==> config.mk <==
export PLATFORM = sky130hd
export DESIGN_NAME = eth_rgmii_tx
export DESIGN_NICKNAME = d
export VERILOG_FILES = /design/src/rtl/eth_rgmii_tx.sv
export SDC_FILE = /design/constraint.sdc
export NUM_CORES = 1
export LEC_CHECK = 0
export CAP_MARGIN = 20
export CELL_PAD_IN_SITES_DETAIL_PLACEMENT = 1
export CELL_PAD_IN_SITES_GLOBAL_PLACEMENT = 1
export CORE_MARGIN = 2
export CORE_UTILIZATION = 51
export DETAILED_ROUTE_END_ITERATION = 10
export GPL_TIMING_DRIVEN = 0
export PLACE_DENSITY = 0.89
export SKIP_CTS_REPAIR_TIMING = 1
export SLEW_MARGIN = 30
export SYNTH_ARGS = -nofsm -noshare
export SYNTH_HDL_FRONTEND = slang
export SYNTH_HIERARCHICAL = 1
export SYNTH_SLANG_ARGS = --single-unit
==> constraint.sdc <==
create_clock -name clk125 -period 5.1 [get_ports clk125]
set_input_delay 1.275 -clock clk125 [delete_from_list [all_inputs] [get_ports clk125]]
set_output_delay 1.275 -clock clk125 [all_outputs]
set_load 0.005 [all_outputs]
==> src/rtl/eth_rgmii_tx.sv <==
// rtl/eth_rgmii_tx.sv - RGMII Ethernet transmitter: preamble, header, payload, FCS, inter-frame gap
// Optional 802.1Q tag insertion is enabled by defining ETH_TX_VLAN_EN.

module eth_crc32_byte (
  input  logic [31:0] crc_in,
  input  logic [7:0]  data,
  output logic [31:0] crc_out
);
  logic fb;

  // Reflected CRC-32, data consumed LSB first.
  always_comb begin
    crc_out = crc_in;
    fb = 1'b0;
    for (int i = 0; i < 8; i++) begin
      fb = crc_out[0] ^ data[i];
      crc_out = {1'b0, crc_out[31:1]} ^ (fb ? 32'hEDB8_8320 : 32'h0000_0000);
    end
  end
endmodule

module eth_rgmii_tx #(
  parameter int          PAYLOAD_LEN = 200,
  parameter int          IFG         = 12,
  parameter logic [47:0] DST_MAC     = 48'hFFFF_FFFF_FFFF,
  parameter logic [47:0] SRC_MAC     = 48'h0200_0000_0001,
  parameter logic [15:0] ETHERTYPE   = 16'h88B5,
  parameter logic [15:0] VLAN_TCI    = 16'h0001
) (
  input  logic       clk125,
  input  logic       rst_n,
  input  logic       start,
  input  logic [7:0] s_data,
  input  logic       s_valid,
  output logic       s_ready,
  output logic       busy,
  output logic       underrun,
  output logic       txctl,
  output logic [3:0] txd
);
  localparam logic [2:0] S_IDLE = 3'd0;
  localparam logic [2:0] S_PRE  = 3'd1;
  localparam logic [2:0] S_HDR  = 3'd2;
  localparam logic [2:0] S_PAY  = 3'd3;
  localparam logic [2:0] S_FCS  = 3'd4;
  localparam logic [2:0] S_GAP  = 3'd5;

`ifdef ETH_TX_VLAN_EN
  localparam int HDR_LEN = 18;
  localparam logic [HDR_LEN*8-1:0] HDR_BYTES = {DST_MAC, SRC_MAC, 8'h81, 8'h00, VLAN_TCI, ETHERTYPE};
`else
  localparam int HDR_LEN = 14;
  localparam logic [HDR_LEN*8-1:0] HDR_BYTES = {DST_MAC, SRC_MAC, ETHERTYPE};
  logic unused_tci;
  assign unused_tci = ^VLAN_TCI;
`endif

  logic [2:0]           state;
  logic [2:0]           state_after;
  logic [10:0]          cnt;
  logic                 seg_last;
  logic [31:0]          crc;
  logic [31:0]          crc_nxt;
  logic [31:0]          fcs_word;
  logic                 under_q;
  logic                 armed;
  logic [HDR_LEN*8-1:0] hdr_sh;
  logic [7:0]           byte_nxt;
  logic                 ctl_nxt;
  logic [7:0]           byte1;
  logic [7:0]           byte2;
  logic                 ctl1;
  logic                 ctl2;

  always_comb begin
    seg_last    = 1'b0;
    state_after = S_IDLE;
    case (state)
      S_PRE: begin seg_last = (cnt == 11'd7);                     state_after = S_HDR; end
      S_HDR: begin seg_last = (cnt == 11'(HDR_LEN - 1));          state_after = S_PAY; end
      S_PAY: begin seg_last = (cnt == 11'(PAYLOAD_LEN - 1));      state_after = S_FCS; end
      S_FCS: begin seg_last = (cnt == 11'd3);                     state_after = S_GAP; end
      S_GAP: begin seg_last = (cnt == 11'(IFG - 1));              state_after = S_IDLE; end
      default: begin seg_last = 1'b0;                             state_after = S_IDLE; end
    endcase
  end

  // A starved frame keeps its raw CRC so the receiver sees a bad FCS.
  assign fcs_word = under_q ? crc : ~crc;
  assign hdr_sh   = HDR_BYTES << {cnt[4:0], 3'b000};

  always_comb begin
    byte_nxt = 8'h00;
    ctl_nxt  = 1'b0;
    case (state)
      S_PRE: begin ctl_nxt = 1'b1; byte_nxt = (cnt == 11'd7) ? 8'hD5 : 8'h55; end
      S_HDR: begin ctl_nxt = 1'b1; byte_nxt = hdr_sh[HDR_LEN*8-1 -: 8]; end
      S_PAY: begin ctl_nxt = 1'b1; byte_nxt = s_valid ? s_data : 8'h00; end
      S_FCS: begin ctl_nxt = 1'b1; byte_nxt = fcs_word[{cnt[1:0], 3'b000} +: 8]; end
      default: begin ctl_nxt = 1'b0; byte_nxt = 8'h00; end
    endcase
  end

  eth_crc32_byte u_crc (
    .crc_in  (crc),
    .data    (byte_nxt),
    .crc_out (crc_nxt)
  );

  always_ff @(posedge clk125) begin
    if (!rst_n) begin
      state   <= S_IDLE;
      cnt     <= '0;
      crc     <= 32'hFFFF_FFFF;
      under_q <= 1'b0;
      armed   <= 1'b0;
      byte1   <= 8'h00;
      ctl1    <= 1'b0;
      byte2   <= 8'h00;
      ctl2    <= 1'b0;
    end else begin
      armed <= 1'b1;
      byte1 <= byte_nxt;
      ctl1  <= ctl_nxt;
      byte2 <= byte1;
      ctl2  <= ctl1;
      if (state == S_HDR || state == S_PAY) crc <= crc_nxt;
      if (state == S_PAY && !s_valid) under_q <= 1'b1;
      if (state == S_IDLE) begin
        cnt <= '0;
        // armed masks the first edge after reset release
        if (start && armed) begin
          state   <= S_PRE;
          crc     <= 32'hFFFF_FFFF;
          under_q <= 1'b0;
        end
      end else if (seg_last) begin
        cnt   <= '0;
        state <= state_after;
      end else begin
        cnt <= cnt + 11'd1;
      end
    end
  end

  assign s_ready  = (state == S_PAY);
  assign busy     = (state != S_IDLE);
  assign underrun = under_q;
  assign txctl    = ctl2;
  assign txd      = clk125 ? byte2[3:0] : byte2[7:4];

endmodule

Word level (Yosys, flattened, before mapping)

Cells that the tools add are included.
W data, S select, Z words.

Register bits after elaboration: 66
Memory bits (read-only): 0
Output and inout bits: 8
Memories kept: 0
RAM bits: 0
Bits in latches: 0

Div/mod/pow operators: 0
Add/subtract/negate cells: 1
Magnitude comparators: 0
Reductions and logical operators: 10
$mul: 0
Equality and inequality tests: 11
Mux-type cells: 26
Bitwise operators: 18
Shifts and indexed selects: 2

Operators by type and width:

| kind                      | number |
|---|---|
| $mux W32                  | 12 |
| $xor A31 B32 Y32          | 8 |
| $shl A112 B8 Y112 const A | 1 |
| $not A32 Y32              | 1 |
| $pmux W8 S4               | 1 |
| $shiftx A32 B6 Y8         | 1 |
| $eq A11 B4 Y1 const B     | 2 |
| $mux W8                   | 2 |
| $pmux W3 S4               | 1 |
| $add A11 B1 Y11 const B   | 1 |
| $eq A11 B2 Y1 const B     | 1 |
| $eq A11 B3 Y1 const B     | 1 |
| $eq A11 B8 Y1 const B     | 1 |
| $mux W3                   | 3 |
| $xor A1 B1 Y1             | 8 |
| $eq A3 B2 Y1 const B      | 2 |
| $eq A3 B3 Y1 const B      | 2 |
| $mux W1                   | 5 |
| $pmux W1 S5               | 1 |
| $mux W4                   | 1 |
| $reduce_or A4 Y1          | 1 |
| $eq A3 B1 Y1 const B      | 1 |
| $logic_not A3 Y1          | 1 |
| $reduce_bool A3 Y1        | 1 |
| other kinds (8)           | 9 |

Longest topological paths before layout

Gate-level depths: netlist of run 1.

Word-level depth: 31
Mapped depth: 13
Mapped depth without buffers: 11

Cells and area by module

Netlist of run 1, hierarchy kept.

By module, submodules not included:

| module         | cells an instance | seq. area each (um2) | instances | area each (um2) |
|---|---|---|---|---|
| eth_rgmii_tx   | 339               | 1321.3               | 1         | 3029.2 |
| eth_crc32_byte | 68                | 0.0                  | 1         | 910.9 |

==> metrics.log, run 1 <==
INFO  metric ioPinCount = 20
INFO  metric wl_met2 = 6130 um
INFO  metric detailedRoute.firstIterationViolations = around 260
INFO  metric antenna_found_initial = 0
INFO  metric slew_viol_final = 0
INFO  metric final_cell_mix = sky130_fd_sc_hd__nand2_1, sky130_fd_sc_hd__dfxtp_1, sky130_fd_sc_hd__xnor2_1
INFO  metric detailedPlacementHpwl = 7990 um
INFO  metric synth_edf_count = 0
INFO  metric synth_fp_nets = approximately 420
INFO  metric synth_area = 3940 um2
INFO  metric multi_input_comb_area = 2450 um2
INFO  metric start_util = 0.518
INFO  metric met3_length = 764 um
INFO  metric path_max_fanout = 2
INFO  metric diodes = 0
INFO  metric route.top_layer_used = met4
INFO  metric post_drt_wl_per_cell = about 22 um
INFO  metric m1WireLength = 4690 um
INFO  metric die_area = 8440 um2
INFO  metric dominant_register_cell_in_the_synthesized_netlist = sky130_fd_sc_hd__dfxtp_1
INFO  metric layout.cells.non_filler = 548
INFO  metric grt_first_pass_wirelength = slightly below 20000 um
INFO  metric mostFrequentLayoutCell = sky130_fd_sc_hd__nand2_1
INFO  metric grt_remaining_overflow = 0
INFO  metric nNetsFinal = 457
INFO  metric setup_tns = 0 ps
INFO  metric setup.worst_path.end_class = output port
INFO  metric mapped_cells = 407
INFO  metric irDropWorstVdd = 0.123 mV
INFO  metric grt_start_max_net_pins = 14
INFO  metric portBuffers = 19
INFO  metric post_drt_via_cell_ratio = between 5 and 6
INFO  metric groute.usage.overall = 0.310
INFO  metric dpl.cell_count = 528
INFO  metric crit_required = 3830 ps
INFO  metric grt_pass1_vias = 3663
INFO  metric areaGrowthSynthToFinish = 15.2%
INFO  metric fp-row-count = 32
INFO  metric rsz0062_at_grt = false
INFO  metric synth_async_sr_flop_share = 0
INFO  metric core_area = about 7600 um2
INFO  metric post_route_cells_drive_above_1_share = 0.139
INFO  metric ys_ff_latch = 66
INFO  metric final_number_of_hold_violating_endpoints = 0
INFO  metric power-per-cell-area = 284 nW/um2
INFO  metric setup_viol = 0
INFO  metric start_kind = clock port
INFO  metric maxSlewHeadroom = 0.373
INFO  metric firstDrtPassIters = 5
INFO  metric clock_latency = 460 ps
INFO  metric critical_path_arrival = 3530 ps
INFO  metric worst_pin_slew = 934 ps
INFO  metric seqCellArea = roughly 1300 um2
INFO  metric synth.distinct_cells = between 50 and 60
INFO  metric leakagePower = 0.00187 uW
INFO  metric last_weighted_congestion_value_of_the_routability_driven_placer = 0.878
INFO  metric drc_errors = 0
INFO  metric drt-total-wl = 12000 um
INFO  metric filler_cell_count = 868
INFO  metric tritoncts = yes
INFO  metric clock_skew = approximately 12 ps
INFO  metric cts.reportedPaths.clkPinSlew = ~80 ps
INFO  metric maxCapViolations = 0
INFO  metric finalHoldWorstSlack = 438 ps
INFO  metric antenna_left = 0
INFO  metric die_h = 91.9 um
INFO  metric outcome = finished clean
INFO  metric critical_path_class = clk2out
INFO  metric yosys_warnings = 6
INFO  metric vias = 3232
INFO  metric ys_seq_area_frac = 0.335
INFO  metric syn_area_per_cell = 9.68 um2
INFO  metric die_width = 91.9 um
INFO  metric hold_wc_path_type = reg2reg
[synthesized netlist by cell type (2+ instances only)]
cell type	n	area, um2
sky130_fd_sc_hd__nand2b_1	2	12.5
sky130_fd_sc_hd__xor3_1	6	143
sky130_fd_sc_hd__and2_1	19	119
sky130_fd_sc_hd__o21ai_1	3	15.0
sky130_fd_sc_hd__a211o_1	2	17.5
sky130_fd_sc_hd__xnor3_1	8	180
sky130_fd_sc_hd__nand3_1	43	215
sky130_fd_sc_hd__xnor2_1	48	420
sky130_fd_sc_hd__clkbuf_1	11	41.3
sky130_fd_sc_hd__mux2_2	4	45.0
sky130_fd_sc_hd__mux4_2	4	90.1
sky130_fd_sc_hd__xnor2_4	2	55.1
sky130_fd_sc_hd__a221o_1	6	60.1
sky130_fd_sc_hd__a21oi_1	4	20.0
sky130_fd_sc_hd__buf_4	4	30.0
sky130_fd_sc_hd__o21a_1	2	15.0
sky130_fd_sc_hd__nand2_1	74	278
sky130_fd_sc_hd__nor3_1	5	25.0
sky130_fd_sc_hd__a21oi_2	2	17.5
sky130_fd_sc_hd__and4_1	2	17.5
sky130_fd_sc_hd__ha_1	4	50.1
sky130_fd_sc_hd__inv_1	9	33.8
sky130_fd_sc_hd__xnor2_2	6	97.6
sky130_fd_sc_hd__xor2_1	10	87.6
sky130_fd_sc_hd__dfxtp_1	66	1320
sky130_fd_sc_hd__buf_6	2	22.5
sky130_fd_sc_hd__mux4_1	4	105
sky130_fd_sc_hd__buf_2	8	40.0
sky130_fd_sc_hd__nor2_1	16	60.1
sky130_fd_sc_hd__o21ai_0	3	15.0
sky130_fd_sc_hd__a21o_1	2	15.0
sky130_fd_sc_hd__nor2b_1	2	12.5
[registers in the layout (all words and copies together) (netlist names), named ones only]
register  count
crc          32
cnt          11
byte1         8
byte2         8
state         2
armed         1
ctl1          1
txctl         1
underrun      1
[worst max-delay path: stages]
cell	delay [ps]
sky130_fd_sc_hd__clkbuf_8	120
sky130_fd_sc_hd__clkbuf_8	130
sky130_fd_sc_hd__mux2_2	260
sky130_fd_sc_hd__clkdlybuf4s50_1	470
[final cells by class]
cell class	instances	area share
plain buffers	25	0.0295
clock buffers	17	0.0482
clock inverters	7	0.0223
inverters	9	0.00744
multi-input cells	307	0.540
flip-flops and latches	66	0.291
well taps	102	0.0281
repair buffers	15	0.0331
[where the power goes]
group	total (uW)	switching (uW)	internal, uW
Sequential	522	3.40	519
Clock	614	257	358
Combinational	152	71.8	80.1
Total	1290	332	956
[cell families after synthesis]
group                      Yosys count  share of synthesized area
and+or+nand+nor                    177                      0.220
xor gates and xnor gates            83                      0.266
DFF                                 66                      0.335
buffers and inverters               34                     0.0426
AOI/OAI and AO/OA                   31                     0.0626
muxes                               12                     0.0610
adders and majority gates            4                     0.0127
[worst paths after layout]
check | start | endpoint | depth (start not counted) | slack [ps]
worst min-delay path | ctl1 | txctl | 1 | 440
worst min register to register | ctl1 | txctl | 1 | 440
worst max register to register | cnt[1] | crc[18] | 13 | 1230
worst max-delay path | clk125 | txd[3] | 4 | 300
[per-layer routing]
layer  GRT usage  vias up
li1            -     1457
met1       0.353     1611
met2       0.525      118
met3      0.0945       46
met4       0.163        0
met5           0        -
[through the flow]
| stage | util | setup WS, ps | power [uW] | instance area [um2] |
|---|---|---|---|---|
| finish | 0.597 | 297 | 1290 | 4540 |
| global route | 0.597 | 276 | 1330 | 4540 |
| CTS | 0.597 | 286 | 1290 | 4540 |
| detailed placement | 0.560 | 602 | 694 | 4260 |
| global placement | 0.560 | 602 | 688 | 4260 |
| floorplan | - | 1020 | 655 | 3940 |
Power figures use the tool's default switching activity.
==> run 2: changes to the inputs <==
--- a/config.mk
+++ b/config.mk
@@ -8,11 +8,13 @@
 export CAP_MARGIN = 20
 export CELL_PAD_IN_SITES_DETAIL_PLACEMENT = 1
 export CELL_PAD_IN_SITES_GLOBAL_PLACEMENT = 1
+export CORE_ASPECT_RATIO = 1.75
 export CORE_MARGIN = 2
 export CORE_UTILIZATION = 51
 export DETAILED_ROUTE_END_ITERATION = 10
 export GPL_TIMING_DRIVEN = 0
 export PLACE_DENSITY = 0.89
+export SETUP_SLACK_MARGIN = 0.2
 export SKIP_CTS_REPAIR_TIMING = 1
 export SLEW_MARGIN = 30
 export SYNTH_ARGS = -nofsm -noshare
==> metrics.log, run 2 (same netlist as run 1, synthesis figures left out) <==
INFO  metric nNetsFinal = 457 (unchanged)
INFO  metric crit-reg2reg-launch = cnt[1] (unchanged)
INFO  metric crit_start = clk125 (unchanged)
INFO  metric antenna_found_initial = 0 (unchanged)
INFO  metric leakagePower = 0.00195 uW (was 0.00187 uW)
INFO  metric drc_errors = 0 (unchanged)
INFO  metric post_drt_via_cell_ratio = 6.11 (was 5.90)
INFO  metric grt_first_pass_wirelength = 20500 um (was 19500 um)
INFO  metric cts.reportedPaths.clkPinSlew = 60 ps (was 80 ps)
INFO  metric post_drt_wl_per_cell = 24.3 um (was 22.0 um)
INFO  metric irDropWorstVdd = 0.205 mV (was 0.123 mV)
INFO  metric worst_pin_slew = 900 ps (was 934 ps)
INFO  metric largestRegisters = crc (32), cnt (11) (unchanged)
INFO  metric clock_latency = 460 ps (about the same)
INFO  metric diodes = 0 (unchanged)
INFO  metric timing.critical_path.to = txd[3] (unchanged)
INFO  metric crit-reg2reg-capture = crc[18] (unchanged)
INFO  metric start_util = 0.524 (was 0.518)
INFO  metric final_number_of_hold_violating_endpoints = 0 (unchanged)
INFO  metric maxSlewHeadroom = 0.396 (was 0.373)
INFO  metric setup_tns = 0 ps (unchanged)
INFO  metric grt_start_max_net_pins = 14 (unchanged)
INFO  metric grt_remaining_overflow = 0 (unchanged)
INFO  metric groute.usage.overall = 0.330 (was 0.310)
INFO  metric largest_register = crc (unchanged)
INFO  metric detailedPlacementHpwl = 8430 um (was 7990 um)
INFO  metric r2r_slack = 1250 ps (was 1230 ps)
INFO  metric portBuffers = 19 (unchanged)
INFO  metric post_route_cells_drive_above_1_share = 0.141 (was 0.139)
INFO  metric critical_path_class = clk2out (unchanged)
INFO  metric drt-total-wl = 13000 um (was 12000 um)
INFO  metric final_cell_mix = sky130_fd_sc_hd__nand2_1, sky130_fd_sc_hd__dfxtp_1, sky130_fd_sc_hd__xnor2_1 (unchanged)
INFO  metric clock_skew = 6.35 ps (was 11.9 ps)
INFO  metric mostFrequentLayoutCell = sky130_fd_sc_hd__nand2_1 (unchanged)
INFO  metric rsz0062_at_grt = false (unchanged)
INFO  metric grt_pass1_vias = 3719 (was 3663)
INFO  metric crit_required = 3830 ps (about the same)
INFO  metric hold_wc_path_type = reg2reg (unchanged)
INFO  metric finalHoldWorstSlack = 447 ps (was 438 ps)
INFO  metric setup.worst_path.end_class = output port (unchanged)
INFO  metric power-per-cell-area = 331 nW/um2 (was 284 nW/um2)
INFO  metric hold_path_startpoint = byte1[7] (was ctl1)
INFO  metric slew_viol_final = 0 (unchanged)
INFO  metric die_h = 120 um (was 91.9 um)
INFO  metric setup_viol = 0 (unchanged)
INFO  metric maxCapViolations = 0 (unchanged)
INFO  metric core_area = 7510 um2 (was 7610 um2)
INFO  metric reg2reg_depth = 13 (unchanged)
INFO  metric critical_path_arrival = 3520 ps (was 3530 ps)
INFO  metric vias = 3262 (was 3232)
INFO  metric largest_register_ffs = 32 (unchanged)
INFO  metric start_kind = clock port (unchanged)
INFO  metric areaGrowthSynthToFinish = 18.6% (was 15.2%)
INFO  metric antenna_left = 0 (unchanged)
INFO  metric last_weighted_congestion_value_of_the_routability_driven_placer = 0.892 (was 0.878)
INFO  metric totalPowerFinal = 1550 uW (was 1290 uW)
INFO  metric ioPinCount = 20 (unchanged)
INFO  metric die_width = 70.4 um (was 91.9 um)
INFO  metric tritoncts = yes (unchanged)
INFO  metric die_area = 8470 um2 (was 8440 um2)
INFO  metric outcome = finished clean (unchanged)
INFO  metric firstDrtPassIters = 5 (unchanged)
INFO  metric path_max_fanout = 2 (unchanged)
INFO  metric fp-row-count = 42 (was 32)
INFO  metric detailedRoute.firstIterationViolations = 280 (was 256)
-- run 2: critical path, stage by stage --
cell                              delay, ps
sky130_fd_sc_hd__clkbuf_16              130
sky130_fd_sc_hd__clkbuf_16              130
sky130_fd_sc_hd__mux2_2                 250
sky130_fd_sc_hd__clkdlybuf4s50_1        450
-- run 2: report_power, final --
part | switching [uW] | leakage, uW | internal, uW
Clock | 294 | 0.000245 | 578
Sequential | 3.31 | 0.000534 | 519
Combinational | 74.1 | 0.00117 | 80.2
Total | 371 | 0.00195 | 1180
-- run 2: area by class of cell --
class,count,area [um2]
Timing Repair Buffer,15,150
Buffer,25,134
Multi-Input combinational cell,307,2460
Fill cell,804,2840
Inverter,9,33.8
Tap cell,88,110
Clock inverter,7,100
Sequential cell,66,1320
Clock buffer,17,365
-- run 2: how the worst min path moves through the flow --
stage,endpoint,slack [ps],cells past startpoint
floorplan,byte2[0],410,1
global placement,byte2[4],420,1
detailed placement,byte2[1],420,1
CTS,byte2[7],440,1
global route,byte2[1],460,1
finish,byte2[7],450,1
-- run 2: per-layer routing --
metal | up-vias | GRT usage | share of wire
li1 | 1448 | - | -
met1 | 1617 | 0.323 | 0.35
met2 | 128 | 0.585 | 0.55
met3 | 69 | 0.0525 | 0.036
met4 | 0 | 0.282 | 0.073
met5 | - | 0 | 0
-- run 2: per-stage QoR --
step	instance area, um2	utilization	setup slack, ps	instances
global route	4670	0.622	263	534
floorplan	3940	-	1020	407
finish	4670	0.622	305	534
global placement	4240	0.564	602	514
detailed placement	4240	0.564	602	514
CTS	4670	0.621	283	534
==> run 3: changes to the inputs <==
--- a/config.mk
+++ b/config.mk
@@ -16,7 +16,7 @@
 export PLACE_DENSITY = 0.89
 export SETUP_SLACK_MARGIN = 0.2
 export SKIP_CTS_REPAIR_TIMING = 1
-export SLEW_MARGIN = 30
+export SLEW_MARGIN = 5
 export SYNTH_ARGS = -nofsm -noshare
 export SYNTH_HDL_FRONTEND = slang
 export SYNTH_HIERARCHICAL = 1
==> metrics.log, run 3 (same netlist as run 1, synthesis figures left out) <==
INFO  metric post_drt_wl_per_cell = 24.2 um (was 24.3 um)
INFO  metric slew_viol_final = 0 (unchanged)
INFO  metric crit_path_max_incr_delay = 450 ps (about the same)
INFO  metric largestRegisters = crc (32), cnt (11) (unchanged)
INFO  metric maxCapViolations = 0 (unchanged)
INFO  metric drt-total-wl = 12900 um (was 13000 um)
INFO  metric pwr-share-seq = 0.337 (was 0.338)
INFO  metric stdcell_area = 4670 um2 (about the same)
INFO  metric power.switching = 372 uW (was 371 uW)
INFO  metric drc_errors = 0 (unchanged)
INFO  metric hold_wc_path_type = reg2reg (unchanged)
INFO  metric cts.reportedPaths.clkPinSlew = 60 ps (about the same)
INFO  metric critical_path_class = clk2out (unchanged)
INFO  metric critical-path-top-cell-by-count = sky130_fd_sc_hd__clkbuf_16 (unchanged)
INFO  metric die_h = 120 um (unchanged)
INFO  metric die_area = 8470 um2 (unchanged)
INFO  metric r2r_slack = 1230 ps (was 1250 ps)
INFO  metric critical-path-top-delay-family = buffers and inverters (unchanged)
INFO  metric setup.worst_path.end_class = output port (unchanged)
INFO  metric tritoncts = yes (unchanged)
INFO  metric design_internal_power = 1180 uW (about the same)
INFO  metric place_area = 4240 um2 (unchanged)
INFO  metric nNetsFinal = 457 (unchanged)
INFO  metric final_cell_mix = sky130_fd_sc_hd__nand2_1, sky130_fd_sc_hd__dfxtp_1, sky130_fd_sc_hd__xnor2_1 (unchanged)
INFO  metric share_clk_of_total_power = 0.563 (about the same)
INFO  metric core_area = 7510 um2 (unchanged)
INFO  metric reg2reg_depth = 13 (unchanged)
INFO  metric firstDrtPassIters = 4 (was 5)
INFO  metric grt_remaining_overflow = 0 (unchanged)
INFO  metric final_standard_cell_utilization_of_the_core = 0.621 (was 0.622)
INFO  metric mostFrequentLayoutCell = sky130_fd_sc_hd__nand2_1 (unchanged)
INFO  metric swShare = 0.240 (about the same)
INFO  metric antenna_left = 0 (unchanged)
INFO  metric irDropWorstVdd = 0.205 mV (about the same)
INFO  metric start_kind = clock port (unchanged)
INFO  metric start_util = 0.524 (unchanged)
INFO  metric fp-row-count = 42 (unchanged)
INFO  metric areaGrowthSynthToFinish = 18.4% (was 18.6%)
INFO  metric rsz0062_at_grt = false (unchanged)
INFO  metric setup_viol = 0 (unchanged)
INFO  metric last_weighted_congestion_value_of_the_routability_driven_placer = 0.892 (unchanged)
INFO  metric hold_path_startpoint = byte1[7] (unchanged)
INFO  metric hold_depth = 1 (unchanged)
INFO  metric portBuffers = 19 (unchanged)
INFO  metric clock_latency = 460 ps (about the same)
INFO  metric ioPinCount = 20 (unchanged)
INFO  metric setup_tns = 0 ps (unchanged)
INFO  metric crit_required = 3830 ps (about the same)
INFO  metric path_max_fanout = 2 (unchanged)
INFO  metric worst_hold_path.endpoint = byte2[7] (unchanged)
INFO  metric largest_register_ffs = 32 (unchanged)
INFO  metric critical_path.n_buffers_inverters = 3 (unchanged)
INFO  metric detailedPlacementHpwl = 8430 um (unchanged)
INFO  metric timing.critical_path.slowest_stage_cell = sky130_fd_sc_hd__clkdlybuf4s50_1 (unchanged)
INFO  metric critical_path_arrival = 3520 ps (about the same)
INFO  metric groute.usage.overall = 0.330 (unchanged)
INFO  metric post_route_cells_drive_above_1_share = 0.139 (was 0.141)
INFO  metric clock_skew = 8.07 ps (was 6.35 ps)
INFO  metric power.combinational.fraction = 0.099 (was 0.100)
INFO  metric power-per-cell-area = 332 nW/um2 (was 331 nW/um2)
INFO  metric diodes = 0 (unchanged)
INFO  metric final_number_of_hold_violating_endpoints = 0 (unchanged)
INFO  metric grt_start_max_net_pins = 14 (unchanged)
INFO  metric post_drt_via_cell_ratio = 6.12 (was 6.11)
INFO  metric antenna_found_initial = 0 (unchanged)
INFO  metric vias = 3267 (was 3262)
INFO  metric crit-reg2reg-launch = cnt[1] (unchanged)
INFO  metric grt_first_pass_wirelength = 20500 um (unchanged)
INFO  metric worst_pin_slew = 1110 ps (was 900 ps)
INFO  metric filler_cell_count = 807 (was 804)
INFO  metric die_width = 70.4 um (unchanged)
INFO  metric crit-reg2reg-capture = crc[18] (unchanged)
INFO  metric largest_register = crc (unchanged)
INFO  metric outcome = finished clean (unchanged)
INFO  metric grt_pass1_vias = 3719 (unchanged)
INFO  metric detailedRoute.firstIterationViolations = 285 (was 280)
INFO  metric cell_by_cell_listing_of_the_critical_path = clkbuf_16 > clkbuf_16 > mux2_2 > clkdlybuf4s50_1 (unchanged)
INFO  metric maxSlewHeadroom = 0.254 (was 0.396)
INFO  metric leakagePower = 0.00194 uW (was 0.00195 uW)
## run 3: stage by stage
step                      std cells  hold WS, ps  setup WS [ps]  power, uW
after floorplan                 407          412           1020        655
after global placement          514          416            602        690
after detailed placement        514          424            602        695
after CTS                       534          445            283       1560
after global routing            534          463            263       1580
final                           534          451            305       1550
## run 3: worst max path at each step
| stage | start | end | cells after the start |
|---|---|---|---|
| after floorplan | clk125 | txd[0] | 1 |
| after global placement | clk125 | txd[2] | 2 |
| after detailed placement | clk125 | txd[0] | 2 |
| after CTS | clk125 | txd[3] | 4 |
| after global routing | clk125 | txd[2] | 4 |
| final | clk125 | txd[3] | 4 |
## run 3: layer usage
metal,routed length [um],track usage
met1,4310,0.323
met2,7200,0.585
met3,532,0.0525
met4,879,0.282
met5,0,0
## run 3: cell type report
type	instances	area [um2]	share of cell area
sequential	66	1320	0.283
clock inverter	7	100	0.0215
clock buffer	17	365	0.0783
inverter	9	33.8	0.00724
multi-input combinational	307	2450	0.525
tap	88	110	0.0236
timing repair buffer	15	150	0.0322
buffer	25	134	0.0287
## run 3: worst reg2reg max path: stages, from the launching register on
cell and delay, ps:
sky130_fd_sc_hd__dfxtp_1 380, sky130_fd_sc_hd__buf_4 220, sky130_fd_sc_hd__buf_2 300, sky130_fd_sc_hd__inv_1 140, sky130_fd_sc_hd__ha_1 220, sky130_fd_sc_hd__nand3_1 110, sky130_fd_sc_hd__a21oi_2 80, sky130_fd_sc_hd__or2_1 280
sky130_fd_sc_hd__a221o_1 360, sky130_fd_sc_hd__xor2_1 520, sky130_fd_sc_hd__xnor3_1 630, sky130_fd_sc_hd__xnor3_1 380, sky130_fd_sc_hd__nand2_1 60, sky130_fd_sc_hd__nand3_1 80
## run 3: power by group through the flow
stage	Sequential (uW)	Combinational, uW	Clock, uW
3_5_place_dp	534	148	13.0
4_1_cts	523	153	881
6_report	523	154	873
2_1_floorplan	533	112	10.7
5_1_grt	523	162	900
3_3_place_gp	534	143	13.0
